[config.mk]
export PLATFORM = sky130hd
export DESIGN_NAME = neuron_layer_core
export DESIGN_NICKNAME = d
export VERILOG_FILES = /design/src/rtl/neuron_layer_core.sv
export SDC_FILE = /design/constraint.sdc
export NUM_CORES = 2
export LEC_CHECK = 0
export ABC_AREA = 1
export BUFFER_PORTS_ARGS = -buffer_cell sky130_fd_sc_hd__clkbuf_2
export CAP_MARGIN = 20
export CELL_PAD_IN_SITES_DETAIL_PLACEMENT = 0
export CELL_PAD_IN_SITES_GLOBAL_PLACEMENT = 1
export CORE_ASPECT_RATIO = 1.4
export CORE_UTILIZATION = 45
export DETAILED_ROUTE_END_ITERATION = 10
export HOLD_SLACK_MARGIN = 0.03
export PLACE_DENSITY = 0.88
export REMOVE_ABC_BUFFERS = 1
export SLEW_MARGIN = 20
export SYNTH_ARGS = -nofsm -noshare
export SYNTH_HDL_FRONTEND = slang
export SYNTH_SLANG_ARGS = --single-unit
[constraint.sdc]
create_clock -name clk_i -period 6.8 [get_ports clk_i]
set_clock_uncertainty 0.05 [all_clocks]
set_input_delay 0 -clock clk_i [delete_from_list [all_inputs] [get_ports clk_i]]
set_output_delay 0 -clock clk_i [all_outputs]
set_load 0.05 [all_outputs]
[src/rtl/neuron_layer_core.sv]
// neuron_layer_core: fully-connected layer of N_OUT neurons over N_IN inputs with
// on-chip weight storage. The forward pass walks one input index per cycle with all
// neurons in parallel. The update mode applies a saturating SGD step from per-neuron
// error terms.
// Optional feature macro NEURON_LAYER_RELU_EN: when defined, y_o is ReLU(acc).
// When undefined, y_o is the raw signed accumulator (linear/output layer).
module neuron_layer_core #(
   parameter int N_IN     = 4,
   parameter int N_OUT    = 8,
   parameter int X_W      = 4,
   parameter int W_W      = 8,
   parameter int ERR_W    = 8,
   parameter int ACC_W    = 16,
   parameter int LR_SHIFT = 3
) (
   input  logic                              clk_i,
   input  logic                              rst_i,
   input  logic                              start_i,
   input  logic                              mode_i,
   input  logic [N_IN*X_W-1:0]               x_i,
   input  logic [N_OUT*ERR_W-1:0]            err_i,
   input  logic                              wload_i,
   input  logic [$clog2(N_OUT*N_IN)-1:0]     waddr_i,
   input  logic [W_W-1:0]                    wdata_i,
   output logic                              busy_o,
   output logic                              done_o,
   output logic [N_OUT*ACC_W-1:0]            y_o,
   output logic [N_OUT*N_IN*W_W-1:0]         weights_o
);

   localparam int N_W  = N_OUT * N_IN;
   localparam int A_W  = $clog2(N_W);
   localparam int K_W  = $clog2(N_IN);
   localparam int PF_W = X_W + W_W + 1;
   localparam int PU_W = ERR_W + X_W + 1;
   localparam int D_W  = ((PU_W > W_W) ? PU_W : W_W) + 1;

   localparam logic [A_W:0]            N_W_L = (A_W + 1)'(N_W);
   localparam logic signed [D_W-1:0]   W_MAX = D_W'((1 << (W_W - 1)) - 1);
   localparam logic signed [D_W-1:0]   W_MIN = ~W_MAX;

   typedef enum logic [1:0] {
      S_IDLE,
      S_FWD,
      S_UPD,
      S_DONE
   } state_t;

   state_t                    state_q, state_d;
   logic [K_W-1:0]            k_q, k_d;
   logic                      mode_q, mode_d;
   logic                      busy_q, busy_d;
   logic                      done_q, done_d;
   logic [X_W-1:0]            x_q   [N_IN];
   logic [X_W-1:0]            x_d   [N_IN];
   logic signed [ERR_W-1:0]   err_q [N_OUT];
   logic signed [ERR_W-1:0]   err_d [N_OUT];
   logic signed [ACC_W-1:0]   acc_q [N_OUT];
   logic signed [ACC_W-1:0]   acc_d [N_OUT];
   logic signed [ACC_W-1:0]   y_q   [N_OUT];
   logic signed [ACC_W-1:0]   y_d   [N_OUT];
   logic signed [W_W-1:0]     w_q   [N_W];
   logic signed [W_W-1:0]     w_d   [N_W];

   logic [X_W-1:0]            x_sel;
   logic signed [PF_W-1:0]    x_ext_f;
   logic signed [D_W-1:0]     x_ext_u;
   logic signed [W_W-1:0]     w_sel    [N_OUT];
   logic signed [PF_W-1:0]    prod_f   [N_OUT];
   logic signed [ACC_W-1:0]   acc_next [N_OUT];
   logic signed [D_W-1:0]     prod_u   [N_OUT];
   logic signed [D_W-1:0]     delta    [N_OUT];
   logic signed [D_W-1:0]     diff     [N_OUT];
   logic signed [W_W-1:0]     w_new    [N_OUT];

   // Per-cycle datapath: pick input k and each neuron's weight k, then form the
   // next accumulator value and the saturated updated weight at full width.
   always_comb begin
      x_sel = x_q[0];
      for (int k = 0; k < N_IN; k++) begin
         if (k_q == K_W'(k)) begin
            x_sel = x_q[k];
         end
      end
      x_ext_f = PF_W'($signed({1'b0, x_sel}));
      x_ext_u = D_W'($signed({1'b0, x_sel}));
      for (int n = 0; n < N_OUT; n++) begin
         w_sel[n] = w_q[n*N_IN];
         for (int k = 0; k < N_IN; k++) begin
            if (k_q == K_W'(k)) begin
               w_sel[n] = w_q[n*N_IN + k];
            end
         end
         prod_f[n]   = x_ext_f * PF_W'(w_sel[n]);
         acc_next[n] = acc_q[n] + ACC_W'(prod_f[n]);
         prod_u[n]   = D_W'(err_q[n]) * x_ext_u;
         delta[n]    = prod_u[n] >>> LR_SHIFT;
         diff[n]     = D_W'(w_sel[n]) - delta[n];
         if (diff[n] > W_MAX) begin
            w_new[n] = W_W'(W_MAX);
         end else if (diff[n] < W_MIN) begin
            w_new[n] = W_W'(W_MIN);
         end else begin
            w_new[n] = W_W'(diff[n]);
         end
      end
   end

   // Next-state logic: FSM sequencing, input capture, weight loads and updates,
   // accumulation and the output register update on completion.
   always_comb begin
      state_d = state_q;
      k_d     = k_q;
      mode_d  = mode_q;
      done_d  = 1'b0;
      x_d     = x_q;
      err_d   = err_q;
      acc_d   = acc_q;
      y_d     = y_q;
      w_d     = w_q;
      case (state_q)
         S_IDLE: begin
            if (wload_i && ({1'b0, waddr_i} < N_W_L)) begin
               w_d[waddr_i] = $signed(wdata_i);
            end
            if (start_i) begin
               mode_d = mode_i;
               k_d    = '0;
               for (int k = 0; k < N_IN; k++) begin
                  x_d[k] = x_i[k*X_W +: X_W];
               end
               for (int n = 0; n < N_OUT; n++) begin
                  err_d[n] = $signed(err_i[n*ERR_W +: ERR_W]);
               end
               if (mode_i) begin
                  state_d = S_UPD;
               end else begin
                  state_d = S_FWD;
                  for (int n = 0; n < N_OUT; n++) begin
                     acc_d[n] = '0;
                  end
               end
            end
         end
         S_FWD: begin
            acc_d = acc_next;
            k_d   = k_q + K_W'(1);
            if (k_q == K_W'(N_IN - 1)) begin
               k_d     = '0;
               state_d = S_DONE;
            end
         end
         S_UPD: begin
            for (int n = 0; n < N_OUT; n++) begin
               for (int k = 0; k < N_IN; k++) begin
                  if (k_q == K_W'(k)) begin
                     w_d[n*N_IN + k] = w_new[n];
                  end
               end
            end
            k_d = k_q + K_W'(1);
            if (k_q == K_W'(N_IN - 1)) begin
               k_d     = '0;
               state_d = S_DONE;
            end
         end
         S_DONE: begin
            state_d = S_IDLE;
            done_d  = 1'b1;
            if (!mode_q) begin
               for (int n = 0; n < N_OUT; n++) begin
`ifdef NEURON_LAYER_RELU_EN
                  y_d[n] = acc_q[n][ACC_W-1] ? '0 : acc_q[n];
`else
                  y_d[n] = acc_q[n];
`endif
               end
            end
         end
         default: begin
            state_d = S_IDLE;
         end
      endcase
      busy_d = (state_d != S_IDLE);
   end

   // State and output registers; reset aborts any operation and clears all storage.
   always_ff @(posedge clk_i) begin
      if (rst_i) begin
         state_q <= S_IDLE;
         k_q     <= '0;
         mode_q  <= 1'b0;
         busy_q  <= 1'b0;
         done_q  <= 1'b0;
         x_q     <= '{default: '0};
         err_q   <= '{default: '0};
         acc_q   <= '{default: '0};
         y_q     <= '{default: '0};
         w_q     <= '{default: '0};
      end else begin
         state_q <= state_d;
         k_q     <= k_d;
         mode_q  <= mode_d;
         busy_q  <= busy_d;
         done_q  <= done_d;
         x_q     <= x_d;
         err_q   <= err_d;
         acc_q   <= acc_d;
         y_q     <= y_d;
         w_q     <= w_d;
      end
   end

   assign busy_o = busy_q;
   assign done_o = done_q;

   for (genvar g = 0; g < N_OUT; g++) begin : g_y
      assign y_o[g*ACC_W +: ACC_W] = y_q[g];
   end

   for (genvar g = 0; g < N_W; g++) begin : g_w
      assign weights_o[g*W_W +: W_W] = w_q[g];
   end

endmodule
### Word-level counts from Yosys, hierarchy flattened

Cells that the tools add are included.

* add/subtract/negate cells: 17
* multiply operators: 16
* magnitude comparators: 18
* equality and inequality tests: 13
* muxes and demuxes: 91
* bitwise operators: 2
* reduce and logical (&&, ||, !) cells: 16

Operators with widths (count)
* $mux W8: 73
* $pmux W256 S2: 1
* $bwmux W256: 1
* $mux W128: 2
* $mux W256: 1
* $pmux W128 S2: 1
* $add A16 B13 Y16: 8
* $mul A5 B8 Y13: 8
* $mul A8 B5 Y13: 8
* $gt A11 B8 Y1 const B: 8
* $lt A11 B8 Y1 const B: 8
* $sub A8 B10 Y11: 8
* $demux W8 S5: 1
* $reduce_and A3 Y1: 5
* $ne A2 B2 Y1 const B: 7
* $mux W4: 3
* $mux W2: 5
* $eq A2 B2 Y1 const B: 4
* $reduce_bool A2 Y1: 4
* $ge A6 B6 Y1 const B: 1
* $lt A6 B1 Y1 const B: 1
* $not A5 Y6: 1
* $pmux W2 S3: 1
* $reduce_and A2 Y1: 3
* other kinds (8): 10

* register bits: 599
* input bits: 98
* output and inout port bits: 386
* logic and storage cells: 238

### Depth between registers and ports, before layout

* depth after elaboration: 11
* depth in mapped cells: 40
* depth with buffers taken out: 37

### Worst setup path after synthesis

No wires, ideal clock.

* kind: reg2reg
* from: register k_q[0]
* to: register w_q, in the netlist weights_o[42]
* library setup time: 109 ps
* arrival: 5617 ps
* data required time: 6641 ps
* setup slack: 1024 ps
* cell stages (with the launch flop): 41
* path buffers: 5
* clock period less this slack: 5776 ps
* path through: dfxtp_1 > inv_1 > ha_1 > buf_6 > clkinv_4 > buf_2 > nand3_1 > o211ai_1 > nand2_1 > inv_2 > buf_2 > buf_2 > nor2_1 > ha_1 > fa_1 > inv_1 > fa_1 > inv_1 > [5 not listed] > nor2_1 > o21ai_0 > nand2_1 > xor2_1 > ha_1 > nand2_1 > inv_1 > a21oi_1 > nand2_1 > nand2_1 > nand2_1 > nand2_1 > inv_1 > nand3_1 > buf_2 > nand3_1 > nand2_1 > inv_1

* cells in the longest elaborated chain, start to end: 11
* elaborated cells between the ends (all ways): 19
* those cells by class: add/sub (1); mul (1); order compare (2); eq/ne (4); mux (10); reduce/logical (1)

Ends and longest elaborated chain
* start: declaration: line 50 `logic [K_W-1:0] k_q, k_d;`
* start signal: assignment: line 202 `k_q <= k_d;`
* $eq A2 B1 Y1: line 81, 90, 156
* $mux W4 (3 in a row): line 81 `if (k_q == K_W'(k)) begin`
* $mul A8 B5 Y13: line 96 `prod_u[n] = D_W'(err_q[n]) * x_ext_u;`
* $sub A8 B10 Y11: line 98 `diff[n] = D_W'(w_sel[n]) - delta[n];`
* $lt A11 B8 Y1: line 101 `end else if (diff[n] < W_MIN) begin`
* $mux W8: line 101
* $mux W8: line 99 `if (diff[n] > W_MAX) begin`
* $mux W8: line 156 `if (k_q == K_W'(k)) begin`
* $pmux W256 S2: line 121 `case (state_q)`
* end signal: assignment: line 210 `w_q <= w_d;`
* end: declaration: line 62 `logic signed [W_W-1:0] w_q [N_W];`

Parallel ways exist; a longest one is shown, timed or not. The select of a mux whose other input is x is not followed.
A chain may end at the register's enable or synchronous reset.

### Worst setup path after layout

* from: register k_q[0]
* to: register w_q, in the netlist weights_o[134]

* cells in the longest elaborated chain, start to end: 11
* elaborated cells between the ends (all ways): 20
* those cells by class: add/sub (1); mul (1); order compare (2); eq/ne (4); mux (10); reduce/logical (2)

Ends and longest elaborated chain (line)
* $eq A2 B1 Y1: 81, 90
* $mux W4 (3 in a row): 81
* $mul A8 B5 Y13: 96
* $sub A8 B10 Y11: 98
* $lt A11 B8 Y1: 101
* $mux W8: 101
* $mux W8: 99
* $mux W8: 156
* $pmux W256 S2: 121

Parallel ways exist; a longest one is shown, timed or not. The select of a mux whose other input is x is not followed.

==> metrics.md <==
| Metric | Value |
|---|---|
| Status | complete, no violations |
| Dpl cells | approximately 9.5k |
| Die width | approximately 290 µm |
| Met1 GRT Util | about two fifths |
| Share of layout cells above drive strength 1 | 9.98% |
| Yosys Warn Count | 0 |
| Worst-skew pair later-pin latency | between 0.6 and 0.7 ns |
| Required time of the critical path | between 7 and 8 ns |
| Switching Power | 7750 µW |
| Min-Delay Path Class | primary input to register |
| TritonCTS clock tree | built |
| Global routing's busiest layer | met2 |
| Cts bufs inserted | 70 |
| Final hold vios | 0 |
| Crit Path Max Fanout | 24 |
| Post-detailed-route count of antenna-violating nets | 0 |
| Register area share after synthesis | between 20 and 25% |
| Core ar. | between 0.1 and 0.15 mm² |
| Kind of critical path | register to register |
| Logic depth of the worst register-to-register path | 35 |
| Multi-input logic area | 0.0360 mm² |
| Commonest non-fill, non-tap cell in the layout | inv_1 |
| Vias per cell | between 5 and 6 |
| GRT Util Overall | between 30 and 40% |
| Internal power | 8830 µW |
| Tcrit/Tclk final | 93.0% |
| Initial drt markers | roughly 4k |
| Site row count | ~150 |
| Highest clock rate | about 0.16 GHz |
| Cells after Synth | between 7k and 8k |
| P&R area growth vs syn | 13.7% |
| Crit path DAT | a little under 7 ns |
| # IOs | 484 |
| Layout Nets | approximately 9k |
| Mean Syn Cell Area | about 7.1 µm² |
| Routability Congestion | approximately 0.94 |
| Antenna violations before repair | 18 |
| GRT overflow | 0 |
| Netlist cell types | 46 |
| Starting density of the core | a little under half |
| Fill cell count | between 10k and 15k |
| Finished Cell Area | between 0.06 and 0.07 mm² |
| Final wirelength | between 150000 and 200000 µm |
| Met3 usage | just over 5% |
| Commonest cells after routing, fill and taps aside | inv_1, nor2_1, nand2_1, a21oi_1, dfxtp_1 |
| Hold Path Depth | 4 |
| Worst slew pin tran | roughly 1.1 ns |
| Sink Count | between 500 and 600 |
| Slew Viols, Final | 0 |
| Final design utilization | just over 50% |
| Power Dens Cells | between 200 and 300 mW/mm² |
| Flops & latches, synth | roughly 600 |
| Met2 layer usage reported by global route | between 50% and 60% |
| Switch share | around 47% |
| Post-synth EDFFs | 0 |
| Total power draw | between 15000 and 20000 µW |
| Slowest stage cell, crit path | fa_1 |
| Crit end category | register |
| Max_slew headroom | between 20% and 30% |
| First-pass GRT wire length | about 290000 µm |
| HPWL after DPL | 142000 µm |
| Area after DPL | 0.0580 mm² |
| Die ar. | around 0.12 mm² |
| Setup violators final | 0 |
| Max stage delay on crit path | around 0.53 ns |
| IO buf count | a little under 500 |
| P_leak | between 0.03 and 0.04 µW |
| Most used cell, CP | nand2_1 |
| RSZ-0062 raised after global routing | false |
| Vias in the first global route | between 40k and 50k |
| Setup_tns | 0 ns |
| Drt pass-1 iters | 8 |
| Asr flop ratio synth | 0% |
| Crit path launch type | register |
| Reg clk slew, reported paths | approximately 0.070 ns |
| Clock root cell | clkbuf_16 |
| Largest net degree at the start of global routing | roughly 170 |
| Clock power share | between 20% and 30% |
| Max-capacitance violation count | 0 |
| Min cycle time layout | approximately 6.3 ns |
| Mapped Area | between 0.05 and 0.06 mm² |
| Layout Cells excl Fill | between 9k and 10k |
| Reg area | ~0.012 mm² |
| VDD IR max | between 0.2 and 0.25 mV |
| CTS H-tree lvls | 3 |
| Gate power share | 51.8% |
| Clock buffer depth | 3 |
| Sequential power share | between 20% and 30% |
| Main synth FF type | dfxtp_1 |
| Drc violations | 0 |
| WL/cell | 19.6 µm |
| DIE HEIGHT | ~400 µm |
| Vias | 51.7k |
-- logic make-up (layout without fill, tap and decap cells) --
| logic type | Yosys count | in the layout | synth area share (%) |
|---|---|---|---|
| AOI/OAI and AO/OA | 1433 | 1433 | 14.5 |
| buffers and inverters | 1586 | 2068 | 11.3 |
| adders and majority gates | 937 | 937 | 27.5 |
| and+or+nand+nor | 2862 | 2862 | 21.5 |
| other | 0 | 5 | 0 |
| xor gates and xnor gates | 176 | 176 | 2.86 |
| DFF | 599 | 599 | 22.3 |
-- power groups by stage --
| stage | registers (µW) | clock network (µW) | logic (µW) |
|---|---|---|---|
| 2_1_floorplan | 4380 | 0 | 5600 |
| 3_3_place_gp | 3970 | 0 | 8350 |
| 3_5_place_dp | 3970 | 0 | 8430 |
| 4_1_cts | 3890 | 4150 | 8530 |
| 5_1_grt | 3910 | 4270 | 9560 |
| 6_report | 3900 | 4090 | 8590 |
-- flip-flops by register name, indices dropped and copies added (netlist names), 2 cells and up --
name	flops
acc_q	128
y_o	128
x_q	16
k_q	2
weights_o	256
err_q	64
state_q	2
-- cell usage after synthesis (all sizes together) (98+ instances only) --
cell type / instances / area share (%)
inv: 1292 / 9.0
nor2: 1223 / 8.6
nand2: 1158 / 8.1
a21oi: 731 / 6.9
dfxtp: 599 / 22
ha: 521 / 12
o21ai: 469 / 4.5
fa: 416 / 15
nand3: 352 / 3.3
clkbuf: 178 / 1.2
buf: 114 / 1.0
xnor2: 98 / 1.6
-- per-stage QoR --
step	hold slack (ns)	setup slack, ns
2_1_floorplan	0.0191	-3.28
3_3_place_gp	0.212	0.506
3_5_place_dp	0.224	0.373
4_1_cts	0.0560	0.335
5_1_grt	0.102	0.0469
6_report	0.0968	0.475
-- final cells by class --
cell class	instances	area share, %
multi-input combinational	5408	58.7
sequential	599	19.6
inverter	1294	7.98
timing repair buffer	652	6.56
clock buffer	96	3.25
tap	1585	3.24
clock inverter	26	0.631
antenna	5	0.0204
-- timing repair --
action / in CTS / in global routing
hold buffers: 87 / 0
setup buffers: 0 / 0
setup endpoints to repair: 0 / 183
endpoints found under the hold margin: 152 / 0
gates resized for setup: 0 / 7
-- layer usage --
metal | wire [µm] | vias up
met3 | 14600 | 414
met4 | 10100 | 12
met2 | 88100 | 1863
met1 | 76500 | 24600
li1 | - | 24900
met5 | 76 | -
-- final timing paths --
| path | from | slack (ns) | to |
|---|---|---|---|
| max | k_q[0] | 0.48 | weights_o[134] |
| min | x_i[6] | 0.1 | x_q[10] |
| max reg2reg | k_q[0] | 0.48 | weights_o[134] |
| min reg2reg | acc_q[61] | 0.41 | acc_q[61] |
-- critical path, delay by kind of cell, from the launching register on --
kind | cells | cell delay, ns
AND/OR/NAND/NOR | 15 | 1.45
adder cells (fa/ha/maj) | 5 | 1.87
flip-flops | 1 | 0.36
AO/OA/AOI/OAI | 7 | 1.12
XOR/XNOR | 1 | 0.15
buffers and inverters | 7 | 1.24
(Power assumes the default switching activity.)
